<file path="src/rtl/motor_dose_ctrl.sv">
// Per-colour stepper dose controller: turns one-hot motor enables into step pulses
// until each colour's programmed step count is dispensed, then raises a sticky done flag.
module motor_dose_ctrl #(
    parameter int DOSE_W   = 8,
    parameter int STEP_DIV = 50000,
    parameter int PULSE_W  = 25000
) (
    input  logic              clk,
    input  logic              reset,
    input  logic              load,
    input  logic [DOSE_W-1:0] dose_r,
    input  logic [DOSE_W-1:0] dose_y,
    input  logic [DOSE_W-1:0] dose_b,
    input  logic [2:0]        motor_en,
    output logic              step_r,
    output logic              step_y,
    output logic              step_b,
    output logic [2:0]        flags,
    output logic              busy,
    output logic              err,
    output logic [1:0]        dbg_state_o
);

    localparam int DIV_W = (STEP_DIV > 1) ? $clog2(STEP_DIV) : 1;
    localparam logic [DIV_W-1:0]  DIV_LAST  = DIV_W'(STEP_DIV - 1);
    localparam logic [DIV_W-1:0]  PULSE_CMP = DIV_W'(PULSE_W);
    localparam logic [DIV_W-1:0]  DIV_ONE   = DIV_W'(1);
    localparam logic [DOSE_W-1:0] REM_ONE   = DOSE_W'(1);

    typedef enum logic [1:0] {
        IDLE = 2'd0,
        RUN  = 2'd1,
        HOLD = 2'd2
    } state_e;

    state_e                  state_q, state_d;
    logic [1:0]              ch_q, ch_d;
    logic [DIV_W-1:0]        div_q, div_d;
    logic [2:0][DOSE_W-1:0]  rem_q, rem_d;
    logic [2:0]              flags_q, flags_d;
    logic [2:0]              step_q, step_d;
    logic                    busy_q, busy_d;
    logic                    err_q, err_d;

    logic                    en_multi;
    logic                    en_onehot;
    logic [1:0]              en_ch;
    logic                    same_ch;

    // Channel index follows the bit order of motor_en: 2=R, 1=Y, 0=B.
    assign en_multi  = (motor_en[2] & motor_en[1]) | (motor_en[2] & motor_en[0]) |
                       (motor_en[1] & motor_en[0]);
    assign en_onehot = (|motor_en) & ~en_multi;
    assign en_ch     = motor_en[2] ? 2'd2 : (motor_en[1] ? 2'd1 : 2'd0);
    assign same_ch   = (motor_en == (3'b001 << ch_q));

    always_comb begin
        state_d = state_q;
        ch_d    = ch_q;
        div_d   = div_q;
        rem_d   = rem_q;
        flags_d = flags_q;
        step_d  = 3'b000;
        err_d   = en_multi;
        case (state_q)
            IDLE: begin
                if (en_onehot) begin
                    ch_d = en_ch;
                    if (flags_q[en_ch]) begin
                        state_d = HOLD;
                    end else if (rem_q[en_ch] == '0) begin
                        flags_d[en_ch] = 1'b1;
                        state_d        = HOLD;
                    end else begin
                        div_d   = '0;
                        state_d = RUN;
                    end
                end
            end
            RUN: begin
                // Any change of enable abandons the partial period; only whole steps count.
                if (!same_ch) begin
                    state_d = IDLE;
                end else begin
                    if (div_q < PULSE_CMP) begin
                        step_d[ch_q] = 1'b1;
                    end
                    if (div_q == DIV_LAST) begin
                        div_d = '0;
                        if (rem_q[ch_q] != '0) begin
                            rem_d[ch_q] = rem_q[ch_q] - REM_ONE;
                        end
                        if (rem_q[ch_q] <= REM_ONE) begin
                            flags_d[ch_q] = 1'b1;
                            state_d       = HOLD;
                        end
                    end else begin
                        div_d = div_q + DIV_ONE;
                    end
                end
            end
            HOLD: begin
                if (!same_ch) begin
                    state_d = IDLE;
                end
            end
            default: state_d = IDLE;
        endcase
        if (load && (motor_en == 3'b000)) begin
            rem_d   = {dose_r, dose_y, dose_b};
            flags_d = 3'b000;
        end
        busy_d = (state_d == RUN);
    end

    always_ff @(posedge clk or negedge reset) begin
        if (!reset) begin
            state_q <= IDLE;
            ch_q    <= 2'd0;
            div_q   <= '0;
            rem_q   <= '0;
            flags_q <= 3'b000;
            step_q  <= 3'b000;
            busy_q  <= 1'b0;
            err_q   <= 1'b0;
        end else begin
            state_q <= state_d;
            ch_q    <= ch_d;
            div_q   <= div_d;
            rem_q   <= rem_d;
            flags_q <= flags_d;
            step_q  <= step_d;
            busy_q  <= busy_d;
            err_q   <= err_d;
        end
    end

    assign step_r      = step_q[2];
    assign step_y      = step_q[1];
    assign step_b      = step_q[0];
    assign flags       = flags_q;
    assign busy        = busy_q;
    assign err         = err_q;
    assign dbg_state_o = state_q;

endmodule
</file>
<file path="config.mk">
export PLATFORM = sky130hd
export DESIGN_NAME = motor_dose_ctrl
export DESIGN_NICKNAME = d
export VERILOG_FILES = /design/src/rtl/motor_dose_ctrl.sv
export SDC_FILE = /design/constraint.sdc
export NUM_CORES = 1
export LEC_CHECK = 0
export CAP_MARGIN = 20
export CORE_ASPECT_RATIO = 0.9
export CORE_MARGIN = 3
export CORE_UTILIZATION = 47
export DETAILED_ROUTE_END_ITERATION = 16
export PLACE_DENSITY = 0.76
export SLEW_MARGIN = 20
export SYNTH_ARGS = -nofsm -noshare
export SYNTH_HDL_FRONTEND = slang
export SYNTH_SLANG_ARGS = --single-unit
export TNS_END_PERCENT = 100
</file>
<file path="constraint.sdc">
create_clock -name clk -period 5.5 [get_ports clk]
set_clock_uncertainty 0.15 [all_clocks]
set_input_delay 0.55 -clock clk [delete_from_list [all_inputs] [get_ports clk]]
set_output_delay 0.55 -clock clk [all_outputs]
set_load 0.05 [all_outputs]
</file>
Word level (Yosys, flattened, before mapping)
Cells that the tools add are included.
{"block": "totals", "word_cells": 106, "mem_count": 0, "out_inout_bits": 10, "ramBits": 0, "reg_bits": 52, "input_bits": 30, "latch_bits": 0, "rom_bits": 0}
{"block": "classes", "muxes": 45, "n_eq_ne": 15, "n_mul": 0, "n_reduce_logical": 18, "n_lt_le_gt_ge": 6, "addsub": 2, "n_div": 0, "n_shift": 1, "n_bitwise": 9}
{"cell": "24-bit 2-to-1 mux", "n": 5}
{"cell": "16-bit 2-to-1 mux", "n": 5}
{"cell": "8-bit binary-select mux with 2-bit select", "n": 2}
{"cell": "16-bit case mux with 2 select lines", "n": 1}
{"cell": "3-bit 2-to-1 mux", "n": 10}
{"cell": "24-bit bitwise mux", "n": 1}
{"cell": "8-bit 2-to-1 mux", "n": 3}
{"cell": "3-bit inequality test, second input constant", "n": 6}
{"cell": "16-bit by 1-bit adder with 16-bit output, second input constant", "n": 1}
{"cell": "8-bit demux with 2-bit select", "n": 1}
{"cell": "16-bit equality test, second input constant", "n": 1}
{"cell": "16-bit by 15-bit less-than comparator with 1-bit output, second input constant", "n": 1}
{"cell": "2-bit 2-to-1 mux", "n": 8}
{"cell": "2-bit nonzero test", "n": 5}
{"cell": "8-bit by 1-bit less-or-equal comparator with 1-bit output, second input constant", "n": 1}
{"cell": "8-bit logical NOT", "n": 1}
{"cell": "2-bit inequality test, second input constant", "n": 4}
{"cell": "8-bit nonzero test", "n": 1}
{"cell": "8-bit by 1-bit subtractor with 8-bit output, second input constant", "n": 1}
{"cell": "7-bit AND reduction", "n": 1}
{"cell": "2-bit by 3-bit less-than comparator with 1-bit output, second input constant", "n": 2}
{"cell": "3-bit bitwise OR", "n": 2}
{"cell": "2-bit case mux with 3 select lines", "n": 1}
{"cell": "3-bit case mux with 2 select lines", "n": 1}
{"cell": "other kinds (19)", "n": 31}

Depth between registers and ports, before layout
{"block": "depth", "ltp_word": 12, "depth_mapped": 10, "ltp_nobuf": 8}

Worst setup path before layout
Ideal clock, no wire load.
{"block": "synth_timing", "kind": "reg-to-reg", "from": "register state_q[0] (netlist: dbg_state_o[0])", "to": "register div_q[4]", "period_less_slack_ps": 2630, "t_arrival_ps": 2411, "required_time_ps": 5281, "setup_time_ps": 69, "path_stages_with_launch": 9, "slack_ps": 2870, "path_buffers": 2, "cell_sequence": "dfrtp_1 -> nor2b_1 -> clkbuf_2 -> a32oi_2 -> and2_4 -> buf_6 -> a221o_1 -> or4_1 -> nand3_1"}
{"block": "synth_via", "elab_chain_cells": 3, "elab_cells_between_ends": 9, "cone_classes": "5 x eq/ne; 1 x mux; 3 x reduce/logical"}
{"element": "from (decl)", "line_no": "36", "text": "state_e state_q, state_d;"}
{"element": "from (signal assigned)", "line_no": "127", "text": "state_q <= state_d;"}
{"element": "2-bit by 1-bit equality test with 1-bit output / 2-bit logical NOT (equally long branches)", "line_no": "65", "text": "case (state_q)"}
{"element": "2-bit inequality test (no source line) / 2-bit nonzero test (equally long branches)"}
{"element": "5-bit AND reduction (no source line)"}
{"element": "to (signal assigned)", "line_no": "129", "text": "div_q <= div_d;"}
{"element": "to (decl)", "line_no": "38", "text": "logic [DIV_W-1:0] div_q, div_d;"}
Parallel ways exist; a longest one is shown, timed or not.
A chain may end at the register's enable or synchronous reset.

Final worst setup path
{"block": "layout_timing", "from": "register ch_q[0]", "to": "register rem_q[4] (netlist name)"}
{"block": "layout_via", "elab_chain_cells": 10, "elab_cells_between_ends": 20, "cone_classes": "1 x add/sub; 2 x order compare; 1 x eq/ne; 1 x shift; 10 x mux; 5 x reduce/logical"}
{"element": "from (decl)", "line_no": "37", "text": "logic [1:0] ch_q, ch_d;"}
{"element": "from (signal assigned)", "line_no": "128", "text": "ch_q <= ch_d;"}
{"element": "branches (longest 10 deep; another with 8-bit by 1-bit subtractor with 8-bit output)"}
{"element": "to (signal assigned)", "line_no": "130", "text": "rem_q <= rem_d;"}
{"element": "to (decl)", "line_no": "39", "text": "logic [2:0][DOSE_W-1:0] rem_q, rem_d;"}
Several ways; the timed one is not identified. The select of a mux whose other input is x is not followed.

==> run_results.csv <==
group,metric,value,unit
clocking,cts_tree,"built",
grt,antenna_found_initial,0,
grt,grt-ovfl-total,0,
drt,wire_per_inst,16.8,um
final_layout,final-seq-area,0.00130,sq mm
floorplanning,die-width,92.8,um
synth,synth_mux_area_share,4.17,%
sta,setup_tns,0,ps
floorplanning,io_pins,40,
synth,synth_top_family_by_area,"simple AND/OR/NAND/NOR gates",
final_layout,drive_gt1_share,8.04,%
setup_path,worstPathRequired,5550,ps
floorplanning,die_y,84.1,um
synth,yosysSeqAreaShare,40.9,%
drt,drc,0,
sta,slew_violations,0,
place,place_area,0.00359,sq mm
sta,max_freq,293,MHz
floorplanning,core,0.00635,sq mm
flow_run,cap_violations,0,
sta,min_period_over_period,62.0,%
clocking,path_clk_slew,90,ps
sta,setup_ws,2090,ps
sta,layout_min_cycle_time,3410,ps
sta,rsz0062_at_grt,"no",
setup_path,rr_startpoint,"ch_q[0]",
floorplanning,dieArea,0.00780,sq mm
status,outcome,"complete, no violations",
clocking,h-tree-depth,2,
synth,ys_warn_count,0,
sta,tightest_slew,926,ps
clocking,clock_latency,310,ps
sta,final-setup-viol-count,0,
synth,synthAdderAreaFrac,1.57,%
synth,synth_xor_area_share,2.44,%
drt,antenna_left,0,
drt,dr.first_iter.drc_count,303,
drt,vias_per_cell,6.13,
place,placed_cells,453,
synth,syn_area,0.00318,sq mm
place,hpwl,5.63,mm
drt,routed_wl,7.71,mm
grt,grt_max_degree,53,
synth,async_flop_share,100,%
place,portBuffers,39,
power_and_ir_drop,power_leakage,1.56,nW
drt,first_pass_iters,5,
synth,syn-instance-count,341,
sta,relSlewSlack,38.1,%
synth,avgSynthCellArea,9.34,sq um
final_layout,syn2layout_area_growth,15.1,%
setup_path,end_kind,"flop",
setup_path,path_class,"reg -> reg",
clocking,root_buffer,"clkbuf_8",
final_layout,multi_input_area,0.00175,sq mm
synth,synth_ff_type,"dfrtp_1",
final_layout,fin_area,0.00367,sq mm
synth,synth-compound-area-share,22.9,%
power_and_ir_drop,ir_drop,145,uV
clocking,cts_buffer_depth,2,
synth,synth-edff-count,0,
clocking,cts_hold_buf,0,
synth,syn_nets,375,
setup_path,critPathLaunch,"ch_q[0]",
setup_path,crit_arrival,3460,ps
synth,synth-seq-cells,52,
setup_path,critPathLaunchType,"flop",
synth,synth_cell_types,59,
sta,hold_viol_final,0,
final_layout,fin_cells,460,
grt,grt_pass1_wl,12.8,mm
final_layout,final_nets,407,
grt,grt_pass1_vias,2534,
setup_path,critical_path.max_fanout,15,
final_layout,n_antenna_cell,0,
drt,vias,2820,
clocking,post-cts-setup-buffers,0,
clocking,numCtsBuffers,5,
synth,yosys.area_share.simple,23.8,%
setup_path,r2r.worst_path.cells,7,
worst_hold_path,hp-class,"in -> async",
clocking,cts_resized,0,
setup_path,crit_chain,"nor2b_1 -> a2bb2oi_1 -> ha_1 -> or3b_2 -> o211ai_2 -> and2_2 -> a221o_1",
power_and_ir_drop,p_per_area,388,mW/mm^2
place,gp_congestion,0.943,
clocking,cts_sinks,52,
place,pre_cts_slack,1860,ps
floorplanning,start_util,50.1,%
final_layout,fill_cells,583,
setup_path,cp_slowest_stage_delay,810,ps
grt,grt_util_all_layers,20.2,%
floorplanning,num_rows,27,
setup_path,cp_slowest_cell,"nor2b_1",
-- layer usage --
layer	global-route usage, %	wire, um
met5	0	0
met4	4.66	75
met3	3.43	528
met2	28.1	3250
met1	32.5	3860
-- registers in the layout, indices dropped and copies added, names as in the netlist --
name and count:
busy 1, ch_q 2, dbg_state_o 2, div_q 16, err 1, flags 3, rem_q 24, step_q 3
-- placed cells by master, fill, tap and decap left out, types with 7 or more instances in the layout --
cell,instances
o21ai_0,31
and2_1,14
o211ai_1,8
mux2i_1,11
a31oi_1,7
nor2_1,30
nand2_1,33
dfrtp_1,52
a21oi_1,7
a221o_1,13
nand3_1,17
o31ai_1,7
clkdlybuf4s50_1,38
-- logic make-up after synthesis --
kind of cell	Yosys count
XOR/XNOR	8
AO/OA/AOI/OAI	101
buffers and inverters	22
AND/OR/NAND/NOR	141
flip-flops	52
adder cells (fa/ha/maj)	4
multiplexers	13
-- path summary, 6_finish.rpt --
path | endpoint | slack, ps
worst max-delay path | rem_q[4] | 2090
worst min-delay path | div_q[7] | 180
worst max register to register | rem_q[4] | 2090
worst min register to register | div_q[15] | 360
max in group asynchronous | div_q[2] | 4570
min in group clk | div_q[15] | 360
-- power breakdown --
part | internal [mW] | switching, mW | total, mW
clock | 0.0869 | 0.123 | 0.210
sequential | 0.448 | 0.106 | 0.554
combinational | 0.254 | 0.403 | 0.657
-- worst max-delay path: cells and delay by family (launching register included) --
| kind | cells | cell delay (ps) |
|---|---|---|
| DFF | 1 | 680 |
| AOI/OAI and AO/OA | 3 | 810 |
| adders and majority gates | 1 | 270 |
| and+or+nand+nor | 3 | 1380 |
-- Yosys cell counts (3+ instances only) --
| cell type | instances | share of area, % |
|---|---|---|
| o211ai_2 | 3 | 1.2 |
| clkbuf_1 | 6 | 0.71 |
| and2_1 | 14 | 2.8 |
| nor4_1 | 5 | 0.98 |
| o22ai_1 | 3 | 0.59 |
| nor2_1 | 30 | 3.5 |
| o211ai_1 | 8 | 1.9 |
| ha_1 | 4 | 1.6 |
| mux2i_1 | 11 | 3.5 |
| buf_4 | 3 | 0.71 |
| inv_1 | 5 | 0.59 |
| a21oi_1 | 7 | 1.1 |
| nand3_1 | 17 | 2.7 |
| a31oi_1 | 7 | 1.4 |
| o2bb2ai_1 | 6 | 1.7 |
| nor2b_1 | 6 | 1.2 |
| a21o_1 | 6 | 1.4 |
| and3_1 | 6 | 1.2 |
| o31ai_1 | 7 | 1.7 |
| dfrtp_1 | 52 | 41 |
| or4_1 | 4 | 0.94 |
| xnor2_1 | 5 | 1.4 |
| a221o_1 | 13 | 4.1 |
| nor3_1 | 5 | 0.79 |
| nand2_1 | 33 | 3.9 |
| o21ai_0 | 31 | 4.9 |
| buf_6 | 3 | 1.1 |
-- cell type report --
class | instances | share of cell area, %
flip-flops and latches | 52 | 35.5
repair buffers | 42 | 11.1
multi-input cells | 267 | 47.8
clock buffers | 6 | 1.98
well taps | 87 | 2.97
clock inverters | 1 | 0.137
inverters | 5 | 0.512
-- metrics by stage --
step	util, %	power [mW]	hold WS, ps
global route	57.7	1.51	259
global placement	56.5	1.20	340
detailed placement	56.5	1.21	347
CTS	57.7	1.41	216
floorplan	-	1.04	104
finish	57.7	1.42	178
No activity file was read; power rests on OpenSTA's default activity.
